--- src/rtl/display_mode_sequencer_if.sv ---
// Purpose: groups the switch/vsync inputs and the mode-control outputs of display_mode_sequencer.
// Latency: none (wiring only).
// Backpressure: none; all signals are level or single-cycle pulses in the pixel clock domain.
interface display_mode_sequencer_if;
    // Raw asynchronous inputs
    logic       sw_grayscale;
    logic       sw_sobel;
    logic       sw_filter;
    logic       sw_canny;
    logic       vsync_raw;
    // Registered mode-control outputs
    logic [2:0] mode_active;
    logic [4:0] mode_onehot;
    logic [2:0] pipe_idx;
    logic       blank_out;
    logic       pipe_flush;
    logic       mode_changed;

    // master drives the switches/vsync and observes the mode outputs
    modport master (
        output sw_grayscale, sw_sobel, sw_filter, sw_canny, vsync_raw,
        input  mode_active, mode_onehot, pipe_idx, blank_out, pipe_flush, mode_changed
    );

    // slave is the sequencer itself
    modport slave (
        input  sw_grayscale, sw_sobel, sw_filter, sw_canny, vsync_raw,
        output mode_active, mode_onehot, pipe_idx, blank_out, pipe_flush, mode_changed
    );
endinterface

--- src/rtl/display_mode_sequencer.sv ---
// Purpose: debounces the display-mode switches and applies the selected VGA mode only at frame edges, with optional blanking.
// Latency: switch->stable ~DEBOUNCE_CYCLES+4 cycles; synchronized vsync fall -> applied mode 1 cycle (raw edge -> apply 3 cycles).
// Backpressure: none; a mode request waits in PENDING until the next frame edge, changes during blanking wait for RUN.
// Ports: clk_25_vga (only clock), rst (sync, active high), io (slave modport: raw switches/vsync in, mode/idx/blank/flush out).
module display_mode_sequencer #(
    parameter int DEBOUNCE_CYCLES = 250000,
    parameter int BLANK_FRAMES    = 1,
    parameter int IDX_ORIG        = 6,
    parameter int IDX_GRAY        = 6,
    parameter int IDX_GAUSS       = 2,
    parameter int IDX_SOBEL       = 4,
    parameter int IDX_CANNY       = 6
) (
    input logic               clk_25_vga,
    input logic               rst,
    display_mode_sequencer_if.slave io
);

    localparam int                CNT_W      = $clog2(DEBOUNCE_CYCLES + 1);
    localparam logic [CNT_W-1:0]  CNT_MAX    = CNT_W'(DEBOUNCE_CYCLES);
    localparam logic [15:0]       BLANK_LAST = 16'((BLANK_FRAMES > 0) ? BLANK_FRAMES - 1 : 0);

    typedef enum logic [1:0] {ST_RUN, ST_PENDING, ST_BLANK} state_t;

    // Switch vector bit order: [0]=grayscale [1]=filter [2]=sobel [3]=canny
    logic [3:0]       sw_meta_q,   sw_meta_d;
    logic [3:0]       sw_sync_q,   sw_sync_d;
    logic [3:0]       sw_prev_q,   sw_prev_d;
    logic [3:0]       sw_stable_q, sw_stable_d;
    logic [CNT_W-1:0] cnt_q,       cnt_d;
    logic             vs_meta_q,   vs_meta_d;
    logic             vs_sync_q,   vs_sync_d;
    logic             vs_prev_q,   vs_prev_d;
    state_t           state_q,     state_d;
    logic [2:0]       mode_q,      mode_d;
    logic [4:0]       onehot_q,    onehot_d;
    logic [2:0]       idx_q,       idx_d;
    logic             blank_q,     blank_d;
    logic             flush_q,     flush_d;
    logic [15:0]      blank_cnt_q, blank_cnt_d;

    logic             vs_fall;
    logic [2:0]       target;

    function automatic logic [2:0] idx_of(input logic [2:0] m);
        case (m)
            3'd1:    idx_of = 3'(IDX_GRAY);
            3'd2:    idx_of = 3'(IDX_GAUSS);
            3'd3:    idx_of = 3'(IDX_SOBEL);
            3'd4:    idx_of = 3'(IDX_CANNY);
            default: idx_of = 3'(IDX_ORIG);
        endcase
    endfunction

    assign vs_fall = vs_prev_q & ~vs_sync_q;

    // Grayscale deliberately outranks filter even though its mode number is lower.
    always_comb begin
        target = 3'd0;
        if (sw_stable_q[3])      target = 3'd4;
        else if (sw_stable_q[2]) target = 3'd3;
        else if (sw_stable_q[0]) target = 3'd1;
        else if (sw_stable_q[1]) target = 3'd2;
    end

    always_comb begin
        sw_meta_d   = {io.sw_canny, io.sw_sobel, io.sw_filter, io.sw_grayscale};
        sw_sync_d   = sw_meta_q;
        sw_prev_d   = sw_sync_q;
        sw_stable_d = sw_stable_q;
        cnt_d       = cnt_q;
        vs_meta_d   = io.vsync_raw;
        vs_sync_d   = vs_meta_q;
        vs_prev_d   = vs_sync_q;
        state_d     = state_q;
        mode_d      = mode_q;
        onehot_d    = onehot_q;
        idx_d       = idx_q;
        blank_d     = blank_q;
        flush_d     = 1'b0;
        blank_cnt_d = blank_cnt_q;

        // Debounce: counter saturates at CNT_MAX and keeps re-latching the same vector.
        if (sw_sync_q != sw_prev_q) begin
            cnt_d = '0;
        end else if (cnt_q == CNT_MAX) begin
            sw_stable_d = sw_sync_q;
        end else begin
            cnt_d = cnt_q + 1'b1;
        end

        case (state_q)
            ST_RUN: begin
                if (target != mode_q) state_d = ST_PENDING;
            end
            ST_PENDING: begin
                // A request withdrawn before the frame edge leaves no trace.
                if (target == mode_q) begin
                    state_d = ST_RUN;
                end else if (vs_fall) begin
                    mode_d   = target;
                    onehot_d = 5'b00001 << target;
                    idx_d    = idx_of(target);
                    flush_d  = 1'b1;
                    if (BLANK_FRAMES > 0) begin
                        blank_d     = 1'b1;
                        blank_cnt_d = '0;
                        state_d     = ST_BLANK;
                    end else begin
                        state_d = ST_RUN;
                    end
                end
            end
            ST_BLANK: begin
                if (vs_fall) begin
                    if (blank_cnt_q == BLANK_LAST) begin
                        blank_d = 1'b0;
                        state_d = ST_RUN;
                    end else begin
                        blank_cnt_d = blank_cnt_q + 16'd1;
                    end
                end
            end
            default: state_d = ST_RUN;
        endcase
    end

    always_ff @(posedge clk_25_vga) begin
        if (rst) begin
            sw_meta_q   <= '0;
            sw_sync_q   <= '0;
            sw_prev_q   <= '0;
            sw_stable_q <= '0;
            cnt_q       <= '0;
            vs_meta_q   <= 1'b0;
            vs_sync_q   <= 1'b0;
            vs_prev_q   <= 1'b0;
            state_q     <= ST_RUN;
            mode_q      <= 3'd0;
            onehot_q    <= 5'b00001;
            idx_q       <= 3'(IDX_ORIG);
            blank_q     <= 1'b0;
            flush_q     <= 1'b0;
            blank_cnt_q <= '0;
        end else begin
            sw_meta_q   <= sw_meta_d;
            sw_sync_q   <= sw_sync_d;
            sw_prev_q   <= sw_prev_d;
            sw_stable_q <= sw_stable_d;
            cnt_q       <= cnt_d;
            vs_meta_q   <= vs_meta_d;
            vs_sync_q   <= vs_sync_d;
            vs_prev_q   <= vs_prev_d;
            state_q     <= state_d;
            mode_q      <= mode_d;
            onehot_q    <= onehot_d;
            idx_q       <= idx_d;
            blank_q     <= blank_d;
            flush_q     <= flush_d;
            blank_cnt_q <= blank_cnt_d;
        end
    end

    assign io.mode_active  = mode_q;
    assign io.mode_onehot  = onehot_q;
    assign io.pipe_idx     = idx_q;
    assign io.blank_out    = blank_q;
    assign io.pipe_flush   = flush_q;
    assign io.mode_changed = flush_q;

endmodule

--- src/flat_wrapper.sv ---
// flat-port wrapper written by rule: the top's interface ports become plain ports
module display_mode_sequencer_flat 
#(
    parameter int DEBOUNCE_CYCLES = 250000,
    parameter int BLANK_FRAMES    = 1,
    parameter int IDX_ORIG        = 6,
    parameter int IDX_GRAY        = 6,
    parameter int IDX_GAUSS       = 2,
    parameter int IDX_SOBEL       = 4,
    parameter int IDX_CANNY       = 6
)
  (clk_25_vga, rst, io_sw_grayscale, io_sw_sobel, io_sw_filter, io_sw_canny, io_vsync_raw, io_mode_active, io_mode_onehot, io_pipe_idx, io_blank_out, io_pipe_flush, io_mode_changed);
  display_mode_sequencer_if io_i ();
  input logic clk_25_vga;
  input logic rst;
  input wire logic [$bits(io_i.sw_grayscale)-1:0] io_sw_grayscale;
  input wire logic [$bits(io_i.sw_sobel)-1:0] io_sw_sobel;
  input wire logic [$bits(io_i.sw_filter)-1:0] io_sw_filter;
  input wire logic [$bits(io_i.sw_canny)-1:0] io_sw_canny;
  input wire logic [$bits(io_i.vsync_raw)-1:0] io_vsync_raw;
  output wire logic [$bits(io_i.mode_active)-1:0] io_mode_active;
  output wire logic [$bits(io_i.mode_onehot)-1:0] io_mode_onehot;
  output wire logic [$bits(io_i.pipe_idx)-1:0] io_pipe_idx;
  output wire logic [$bits(io_i.blank_out)-1:0] io_blank_out;
  output wire logic [$bits(io_i.pipe_flush)-1:0] io_pipe_flush;
  output wire logic [$bits(io_i.mode_changed)-1:0] io_mode_changed;
  assign io_i.sw_grayscale = io_sw_grayscale;
  assign io_i.sw_sobel = io_sw_sobel;
  assign io_i.sw_filter = io_sw_filter;
  assign io_i.sw_canny = io_sw_canny;
  assign io_i.vsync_raw = io_vsync_raw;
  assign io_mode_active = io_i.mode_active;
  assign io_mode_onehot = io_i.mode_onehot;
  assign io_pipe_idx = io_i.pipe_idx;
  assign io_blank_out = io_i.blank_out;
  assign io_pipe_flush = io_i.pipe_flush;
  assign io_mode_changed = io_i.mode_changed;
  display_mode_sequencer #(.DEBOUNCE_CYCLES(DEBOUNCE_CYCLES), .BLANK_FRAMES(BLANK_FRAMES), .IDX_ORIG(IDX_ORIG), .IDX_GRAY(IDX_GRAY), .IDX_GAUSS(IDX_GAUSS), .IDX_SOBEL(IDX_SOBEL), .IDX_CANNY(IDX_CANNY)) u_core (.clk_25_vga(clk_25_vga), .rst(rst), .io(io_i));
endmodule
--- config.mk ---
export PLATFORM = sky130hd
export DESIGN_NAME = display_mode_sequencer_flat
export DESIGN_NICKNAME = d
export VERILOG_FILES = /design/src/rtl/display_mode_sequencer_if.sv /design/src/rtl/display_mode_sequencer.sv /design/src/flat_wrapper.sv
export SDC_FILE = /design/constraint.sdc
export NUM_CORES = 1
export LEC_CHECK = 0
export ABC_AREA = 0
export CAP_MARGIN = 20
export CORE_MARGIN = 2
export CORE_UTILIZATION = 55
export CTS_BUF_LIST = sky130_fd_sc_hd__clkbuf_4 sky130_fd_sc_hd__clkbuf_8 sky130_fd_sc_hd__clkbuf_16
export DETAILED_ROUTE_END_ITERATION = 8
export PLACE_DENSITY = 0.77
export SLEW_MARGIN = 40
export SYNTH_ARGS = -nofsm -noshare
export SYNTH_HDL_FRONTEND = slang
export SYNTH_SLANG_ARGS = --single-unit
--- constraint.sdc ---
create_clock -name clk_25_vga -period 4.8 [get_ports clk_25_vga]
set_clock_uncertainty 0.15 [all_clocks]
set_input_delay 0.72 -clock clk_25_vga [delete_from_list [all_inputs] [get_ports clk_25_vga]]
set_output_delay 0.72 -clock clk_25_vga [all_outputs]
set_load 0.01 [all_outputs]
==> run summary, run 1 <==
The count of antenna-violating nets left after detailed routing came out at 0. After routing the design area is 3630 um^2. Data arrives at the worst endpoint at 2.79 ns.

IR analysis of the VDD net gives a maximum drop of 202 uV. The worst setup path is launched from a flip-flop. Dominant register cell in the synthesized netlist: sky130_fd_sc_hd__dfxtp_1.

In the final routed layout, each cell accounts on average for 14.6 um. Counting every sink on the clock net gives 67. Counting flops with an async set or reset pin after synthesis yields a share of 0%. The tools report the layout net count as 394. The initial utilization of the core area, before any placement, comes to 57.8%. The number of synthesized flops with an enable pin is 0. The number of cells upsized or downsized after cts was 0; the wire length of the first global-routing pass was 11300 um.

Counting flops and latches in the post-synthesis netlist gives 67. Summed over all layers, the global routing overflow is 0. The path type of the worst min-delay path is flip-flop to flip-flop. In this run, distinct cell masters in the synthesized netlist total 59.

Clock tree synthesis inserted a total of 9 buffers. The internal power of the cells totals 816 uW. The logs give 0.00116 uW for the static power due to leakage and 2425 for the number of global-route vias before repair. The run finished with clean final reports. For this design the ratio of total power to cell area is 290 nW/um^2.

For the pin with the worst max-slew slack, the measured transition is 0.733 ns. Max-cap violations in this run came to 0. The die span in y came out at 80.8 um.

Along the worst path, the maximum fanout reaches 17. The run gives 0 as the count of endpoints failing hold in the final timing report. Summing every instance area after synthesis gives 3240 um^2. The worst path uses 55.9% of the clock period. The library cell used most frequently in the layout, excluding fill and tap cells, is sky130_fd_sc_hd__dfxtp_1. The half-perimeter wire length after detailed placement was 4540 um. After floorplanning, the core was sized to cover 5610 um^2. Per report_power, the combinational group accounts for 2.9% of the total.

In this run the tool buffered the top-level ports with 19 buffer cells. The placed instances occupy a cell area of 3430 um^2. The die is 80.8 um wide. Of the cells placed in the final design, the portion with a size suffix greater than 1 is 7.55%. Routability-driven placement finished with a final weighted congestion of 0.928. Data on the critical path is required at its endpoint by 4.91 ns. The tools report the maximum level of the CTS H-tree as 3. At the later pin of the worst-skew pair, clock insertion delay measures 0.35 ns.

In the routed design, unresolved DRC markers number 0. For this block, the initial DRC count from the detailed router was 108. The critical path is of the flip-flop to flip-flop type. TritonCTS built the clock tree.

Global routing used 22.6% of the available tracks. The switching share of total power was 22.4%; the post-cts hold buffer count was 0. After layout, the minimum clock period comes to 2.68 ns. The clock slew at the register clock pins of the worst setup and hold paths was 0.07 ns. The Yosys step of the flow raised 0 warnings. The final setup violation count is 0, and the synthesized area per cell is 8.78 um^2.

Static timing analysis puts the maximum clock frequency at 373 MHz. Setup repair after global routing left no endpoint under its margin. The library cells used most frequently in the layout, excluding fill and tap cells, are 67 x sky130_fd_sc_hd__dfxtp_1, 36 x sky130_fd_sc_hd__nor2_1, 20 x sky130_fd_sc_hd__nand3_1.

The final layout contains routed wiring with a total length of 6640 um. In the routed layout, each cell is associated on average with a via count of 5.96. The via count came out at 2718.

Row generation in the floorplan step produced 27 rows. In this run the tightest slew margin relative to its limit is 50.5%. STA classifies the critical path endpoint as a flip-flop.

Synthesis produced 369 cells. The clock network accounts for 43.2% of the total power. The number of antenna violations at the first check in global routing was 0; the final-layout setup total negative slack was 0 ns. The maximum number of pins on one net before global-route repair is 49.

The design draws 1050 uW. The area added between synthesis and finish was 11.9%. The number of nets handed over by synthesis was 383. The number of iterations in the first detailed-routing pass is 4. In this run the deepest clock path goes through 2 buffers. The max-slew violation count was 0; the portion of the post-synthesis area used by sequential elements was 41.4%. The switching power is 236 uW, and the count of filler cells inserted in the layout is 478.

The run gives 21 as the number of placed I/O pins. The number of antenna diodes in the final layout is 0. The sequential group share of total power came out at 53.8%.

Once the clock tree was built, the setup fixing pass inserted 0 buffers. The cell sitting at the root of the clock tree is a sky130_fd_sc_hd__clkbuf_8. The die covers 6520 um^2.
## worst max-delay path: stages (launching register included)
cell and delay (ns):
sky130_fd_sc_hd__dfxtp_1 0.33, sky130_fd_sc_hd__inv_1 0.09, sky130_fd_sc_hd__ha_1 0.58, sky130_fd_sc_hd__inv_1 0.24, sky130_fd_sc_hd__nor3_1 0.41, sky130_fd_sc_hd__and2_1 0.38, sky130_fd_sc_hd__a31oi_1 0.13, sky130_fd_sc_hd__a311oi_1 0.28
## state kept, by name, summed over array words and instances (netlist names), 2 cells and up
signal	count
u_core.blank_cnt_q	16
u_core.cnt_q	18
u_core.io.mode_active	3
u_core.io.mode_onehot	5
u_core.io.pipe_idx	2
u_core.state_q	2
u_core.sw_meta_q	4
u_core.sw_prev_d	4
u_core.sw_prev_q	4
u_core.sw_stable_q	4
## layout make-up
type | instances | area, um^2 | share of cell area (%)
Clock buffer | 10 | 131 | 3.62
Timing Repair Buffer | 22 | 205 | 5.66
Multi-Input combinational cell | 265 | 1750 | 48.2
Tap cell | 72 | 90.1 | 2.48
Sequential cell | 67 | 1340 | 37.0
Clock inverter | 5 | 55.1 | 1.52
Inverter | 15 | 56.3 | 1.55
## metal layers
metal  vias up  wire length [um]  GRT usage [%]
met5         -                 0              0
met4         0               116           10.3
met3        10               356           5.11
met2        73              3050           36.0
met1      1283              3120           29.4
li1       1352                 -              -
## per-stage QoR
stage	setup WS (ns)	cells	utilization [%]	hold slack, ns
after floorplan	2.67	369	-	0.264
after global placement	2.25	440	61.0	0.267
after detailed placement	2.20	440	61.1	0.271
after CTS	2.15	455	64.5	0.291
after global routing	1.88	456	64.7	0.311
final	2.12	456	64.7	0.288
## worst paths after layout
check,end,slack [ns],cells past startpoint,startpoint
worst max register to register,u_core.blank_cnt_q[13],2.12,7,u_core.state_q[0]
worst max-delay path,u_core.blank_cnt_q[13],2.12,7,u_core.state_q[0]
worst min register to register,u_core.sw_prev_d[2],0.29,1,u_core.sw_meta_q[2]
worst min-delay path,u_core.sw_prev_d[2],0.29,1,u_core.sw_meta_q[2]
## cell usage after synthesis (3+ instances only)
library cell | instances | area [um^2]
sky130_fd_sc_hd__dfxtp_1 | 67 | 1340
sky130_fd_sc_hd__nor2_1 | 36 | 135
sky130_fd_sc_hd__nand3_1 | 20 | 100
sky130_fd_sc_hd__nand2_1 | 18 | 67.6
sky130_fd_sc_hd__nor2b_1 | 17 | 106
sky130_fd_sc_hd__a21oi_1 | 15 | 75.1
sky130_fd_sc_hd__inv_1 | 14 | 52.6
sky130_fd_sc_hd__o21ai_0 | 14 | 70.1
sky130_fd_sc_hd__clkbuf_1 | 13 | 48.8
sky130_fd_sc_hd__xnor2_1 | 12 | 105
sky130_fd_sc_hd__nor3_1 | 11 | 55.1
sky130_fd_sc_hd__a31oi_1 | 10 | 62.6
sky130_fd_sc_hd__ha_1 | 7 | 87.6
sky130_fd_sc_hd__nand4_1 | 7 | 43.8
sky130_fd_sc_hd__xor2_1 | 7 | 61.3
sky130_fd_sc_hd__mux2i_1 | 6 | 60.1
sky130_fd_sc_hd__nand2b_1 | 6 | 37.5
sky130_fd_sc_hd__nor4_1 | 6 | 37.5
sky130_fd_sc_hd__o211ai_1 | 5 | 37.5
sky130_fd_sc_hd__a211oi_1 | 4 | 30.0
sky130_fd_sc_hd__a311oi_1 | 4 | 35.0
sky130_fd_sc_hd__and3_1 | 4 | 25.0
sky130_fd_sc_hd__o21a_1 | 4 | 30.0
sky130_fd_sc_hd__and2_1 | 3 | 18.8
sky130_fd_sc_hd__buf_2 | 3 | 15.0
sky130_fd_sc_hd__o21ai_1 | 3 | 15.0
sky130_fd_sc_hd__o311ai_1 | 3 | 26.3
sky130_fd_sc_hd__o31ai_1 | 3 | 22.5
sky130_fd_sc_hd__o41ai_1 | 3 | 26.3
sky130_fd_sc_hd__or4_1 | 3 | 22.5
## power by group through the flow
stage,combinational [uW],sequential (uW),clock [uW]
floorplan,22.5,578,0
global placement,30.8,579,0
detailed placement,31.2,579,0
CTS,31.4,566,464
global route,35.1,566,490
finish,30.9,566,455
## kinds of logic (layout without fill, tap and decap cells)
family / count (synthesis) / count (layout) / share of synthesized area (%)
buffers and inverters: 37 / 52 / 5.10
other: 1 / 1 / 0.116
AOI/OAI and AO/OA: 84 / 84 / 19.1
DFF: 67 / 67 / 41.4
adders and majority gates: 7 / 7 / 2.70
xor gates and xnor gates: 19 / 19 / 5.14
muxes: 6 / 6 / 1.85
and+or+nand+nor: 148 / 148 / 24.6
No activity file was read; power rests on OpenSTA's default activity.
==> inputs of run 2 (changes only) <==
CORE_UTILIZATION = 53   (was 55)
clock period = 2.3 ns   (was 4.8 ns; I/O delays follow)
==> run 2 against run 1 <==
Net effect:
- final area increased by 4.1%
- worst hold slack got worse by 0.0096 ns
- cell count increased by 4.4%
- critical path depth unchanged
- power increased by 110%
- sequential share of layout area decreased by 1.4 points
- via count increased by 4.0%
- utilization decreased by 0.88 points
- first-iteration DRC count increased by 42%
- flip-flop and latch count unchanged
- register-to-register slack got worse by 2.0 ns
- die area increased by 3.6%
==> run summary, run 2 (synthesis results as in run 1) <==
For the number of antenna violations at the first check in global routing, the log shows 0 (unchanged). Placement row count: 28 (was 27). The run gives 495 (was 478) as the count of filler cells inserted in the layout.

Number of flip-flops under the largest register name: 18 (unchanged). The tools report the category of the worst setup path capture point as a flip-flop (unchanged). The clock slew at the register clock pins of the worst setup and hold paths was 0.08 ns (was 0.07 ns); the achievable clock frequency was 448 MHz (was 373 MHz).

The run gives 21 (unchanged) as the number of placed I/O pins. For the final-layout setup total negative slack, the log shows 0 ns (unchanged). The via count was 2827 (was 2718).

For the number of global-route vias before repair, the log shows 2526 (was 2425). Power per standard cell area: 594 nW/um^2 (was 290 nW/um^2). The remaining max-slew budget at the tightest pin is 58.2% (was 50.5%), and the maximum clock path buffer count is 2 (unchanged).

The width of the die is 82.2 um (was 80.8 um). The area used by sequential logic in the layout is 1340 um^2 (about the same). Most common cell after layout, fill and taps aside: sky130_fd_sc_hd__dfxtp_1 (unchanged).

The logs give 3 (unchanged) for the maximum level of the CTS H-tree and 0 (unchanged) for the count of antenna-violating nets left after detailed routing. Critical setup path kind: flip-flop to flip-flop (unchanged). The number of design rule violations left after detail routing was 0 (unchanged).

The quantity of I/O buffers inserted on ports works out to 19 (unchanged). Highest-count cells in the layout ignoring fill and taps: 66 x sky130_fd_sc_hd__dfxtp_1, 35 x sky130_fd_sc_hd__nor2_1, 20 x sky130_fd_sc_hd__nand3_1 (was 67 x sky130_fd_sc_hd__dfxtp_1, 36 x sky130_fd_sc_hd__nor2_1, 20 x sky130_fd_sc_hd__nand3_1). The share of layout cells above drive strength 1 is 12.2% (was 7.55%).

The tools report the half-perimeter wire length after detailed placement as 4890 um (was 4540 um). The buffer cell driving the clock tree root is sky130_fd_sc_hd__clkbuf_8 (unchanged). Wire length of the first global-routing pass: 11700 um (was 11300 um). Final wirelength: 7020 um (was 6640 um).

The static power due to leakage was 0.00124 uW (was 0.00116 uW). The worst-path maximum fanout came out at 9 (was 17). The count of endpoints failing hold in the final timing report came out at 0 (unchanged). The post-route minimum period was 2.23 ns (was 2.68 ns).

Cell class contributing the biggest share of worst-path delay: simple AND/OR/NAND/NOR gates (unchanged). The post-detailed-route via-to-cell ratio was 5.94 (was 5.96); the die span in y was 82.2 um (was 80.8 um). The total stage count of the critical path is 7 (unchanged), and the effective utilization at floorplan is 54.7% (was 57.8%). The flow ran to the end, and the final reports show no timing, DRC or antenna violations. The largest stage delay on the critical path is 0.37 ns (was 0.58 ns), and the data arrival time of the worst path is 2.30 ns (was 2.79 ns). The layout net count is 410 (was 394), and the placement-stage cell area is 3550 um^2 (was 3430 um^2).

The start of the worst register-to-register path was u_core.blank_cnt_q[1] (was u_core.state_q[0]). The clock buffer count from CTS was 9 (unchanged); the full die area was 6760 um^2 (was 6520 um^2). The run gives 3780 um^2 (was 3630 um^2) as the final standard cell area without fillers. Setup repair after global routing left no endpoint under its margin. Critical register-to-register path endpoint: u_core.blank_cnt_q[13] (unchanged). The path type of the worst min-delay path was input pin to flip-flop (was flip-flop to flip-flop). The run gives 0 (unchanged) as the total grt overflow.

The library cell contributing the largest single delay on the critical path was sky130_fd_sc_hd__nand4_1 (was sky130_fd_sc_hd__ha_1). The area added between synthesis and finish works out to 16.5% (was 11.9%). The start point of the critical path was u_core.blank_cnt_q[1] (was u_core.state_q[0]).

The number of clock sinks is 67 (unchanged). The maximum number of pins on one net before global-route repair came out at 27 (was 49). The capture point of the critical path is u_core.blank_cnt_q[13] (unchanged). The total inserted antenna cells is 0 (unchanged), and the number of iterations in the first detailed-routing pass is 5 (was 4). Final setup violation count: 0 (unchanged). The logs give 22.6% (about the same) for the overall fraction of global-route tracks in use and 1750 um^2 (about the same) for the multi-input gate area in the final layout. The peak supply drop was 464 uV (was 202 uV). The tools report the worst-skew pair later-pin latency as 0.35 ns (about the same).

The core box area is 5920 um^2 (was 5610 um^2). The number of buffer and inverter stages on the critical path came out at 1 (was 2). Largest register by flop count: u_core.cnt_q (unchanged).

Ordered list of cells on the worst path: inv_1, ha_1, nor4b_1, nand4_1, and2_1, a31oi_1, a311oi_2 (was inv_1, ha_1, inv_1, nor3_1, and2_1, a31oi_1, a311oi_1). Worst-case reg-to-reg path depth: 7 (unchanged). TritonCTS built the clock tree. The measured slew at the worst slew-check pin works out to 0.627 ns (was 0.733 ns). The required arrival time at the worst endpoint came out at 2.36 ns (was 4.91 ns).

The run gives 0.07 ns (was 2.12 ns) as the setup slack of the worst register-to-register path. The DRC marker count from the first detailed-route iteration was 153 (was 108). Kind of start point of the critical path: a flip-flop (unchanged).

The max capacitance violation total was 0 (unchanged). For the final estimated routing congestion in global placement, the log shows 0.932 (was 0.928). The max-slew violation count is 0 (unchanged), and the fraction of the cycle the final worst path needs is 97.0% (was 55.9%). The average wire per standard cell is 14.8 um (was 14.6 um).
==> run 2: cell types whose count changed in the layout (fill, tap and decap cells not counted), sizes merged <==
cell	previous run	this run
buf	3	20
inv	14	16
clkbuf	11	9
==> run 2: worst min-delay path by stage <==
| stage | to | cells past startpoint | startpoint |
|---|---|---|---|
| 2_1_floorplan | u_core.sw_prev_d[0] | 1 | u_core.sw_meta_q[0] |
| 3_3_place_gp | u_core.vs_prev_d | 1 | u_core.vs_meta_q |
| 3_5_place_dp | u_core.sw_prev_d[2] | 1 | u_core.sw_meta_q[2] |
| 4_1_cts | u_core.sw_stable_q[2] | 2 | rst |
| 5_1_grt | u_core.sw_prev_d[0] | 2 | rst |
| 6_report | u_core.sw_stable_q[2] | 2 | rst |
==> run 2: area by class of cell <==
type / instances / area share, %
timing repair buffer: 38 / 8.78
inverter: 15 / 1.49
sequential: 67 / 35.6
multi-input combinational: 265 / 46.4
tap: 75 / 2.49
clock inverter: 7 / 2.02
clock buffer: 9 / 3.28
==> run 2: report_power, final <==
group | total [uW] | switching, uW | internal (uW) | leakage (uW)
logic | 67.1 | 38.9 | 28.2 | 0.000606
registers | 1180 | 8.34 | 1170 | 0.000543
clock network | 994 | 487 | 507 | 0.0000962
total | 2240 | 534 | 1710 | 0.00124
==> run 2: per-layer routing <==
metal  vias up  track usage (%)  share of wire [%]
li1       1388                -                  -
met2        90             34.2                 46
met3        18             4.24                5.3
met4         0             13.7                3.0
met5         -                0                  0
met1      1331             29.7                 46
==> run 2: worst register-to-register path: stages, from the launching register on <==
cell                       delay, ns
sky130_fd_sc_hd__dfxtp_1        0.34
sky130_fd_sc_hd__inv_1          0.09
sky130_fd_sc_hd__ha_1           0.14
sky130_fd_sc_hd__nor4b_1        0.28
sky130_fd_sc_hd__nand4_1        0.37
sky130_fd_sc_hd__and2_1         0.37
sky130_fd_sc_hd__a31oi_1        0.28
sky130_fd_sc_hd__a311oi_2       0.08
==> run 2: repair_timing <==
| item | in CTS | in global routing |
|---|---|---|
| hold buffers | 0 | 0 |
| resized for setup | 0 | 7 |
| buffers inserted | 0 | 1 |
| endpoints found under the setup margin | 0 | 23 |
==> run 2: through the flow <==
step	util, %	cells	worst slack, ns	total power (uW)	hold WS [ns]
global placement	59.9	459	0.127	1270	0.273
CTS	63.3	475	0.0432	2260	0.273
floorplan	-	369	0.168	1250	0.264
finish	63.8	476	0.0679	2240	0.278
detailed placement	59.9	459	0.0716	1280	0.272
global route	63.8	476	0.00418	2310	0.295
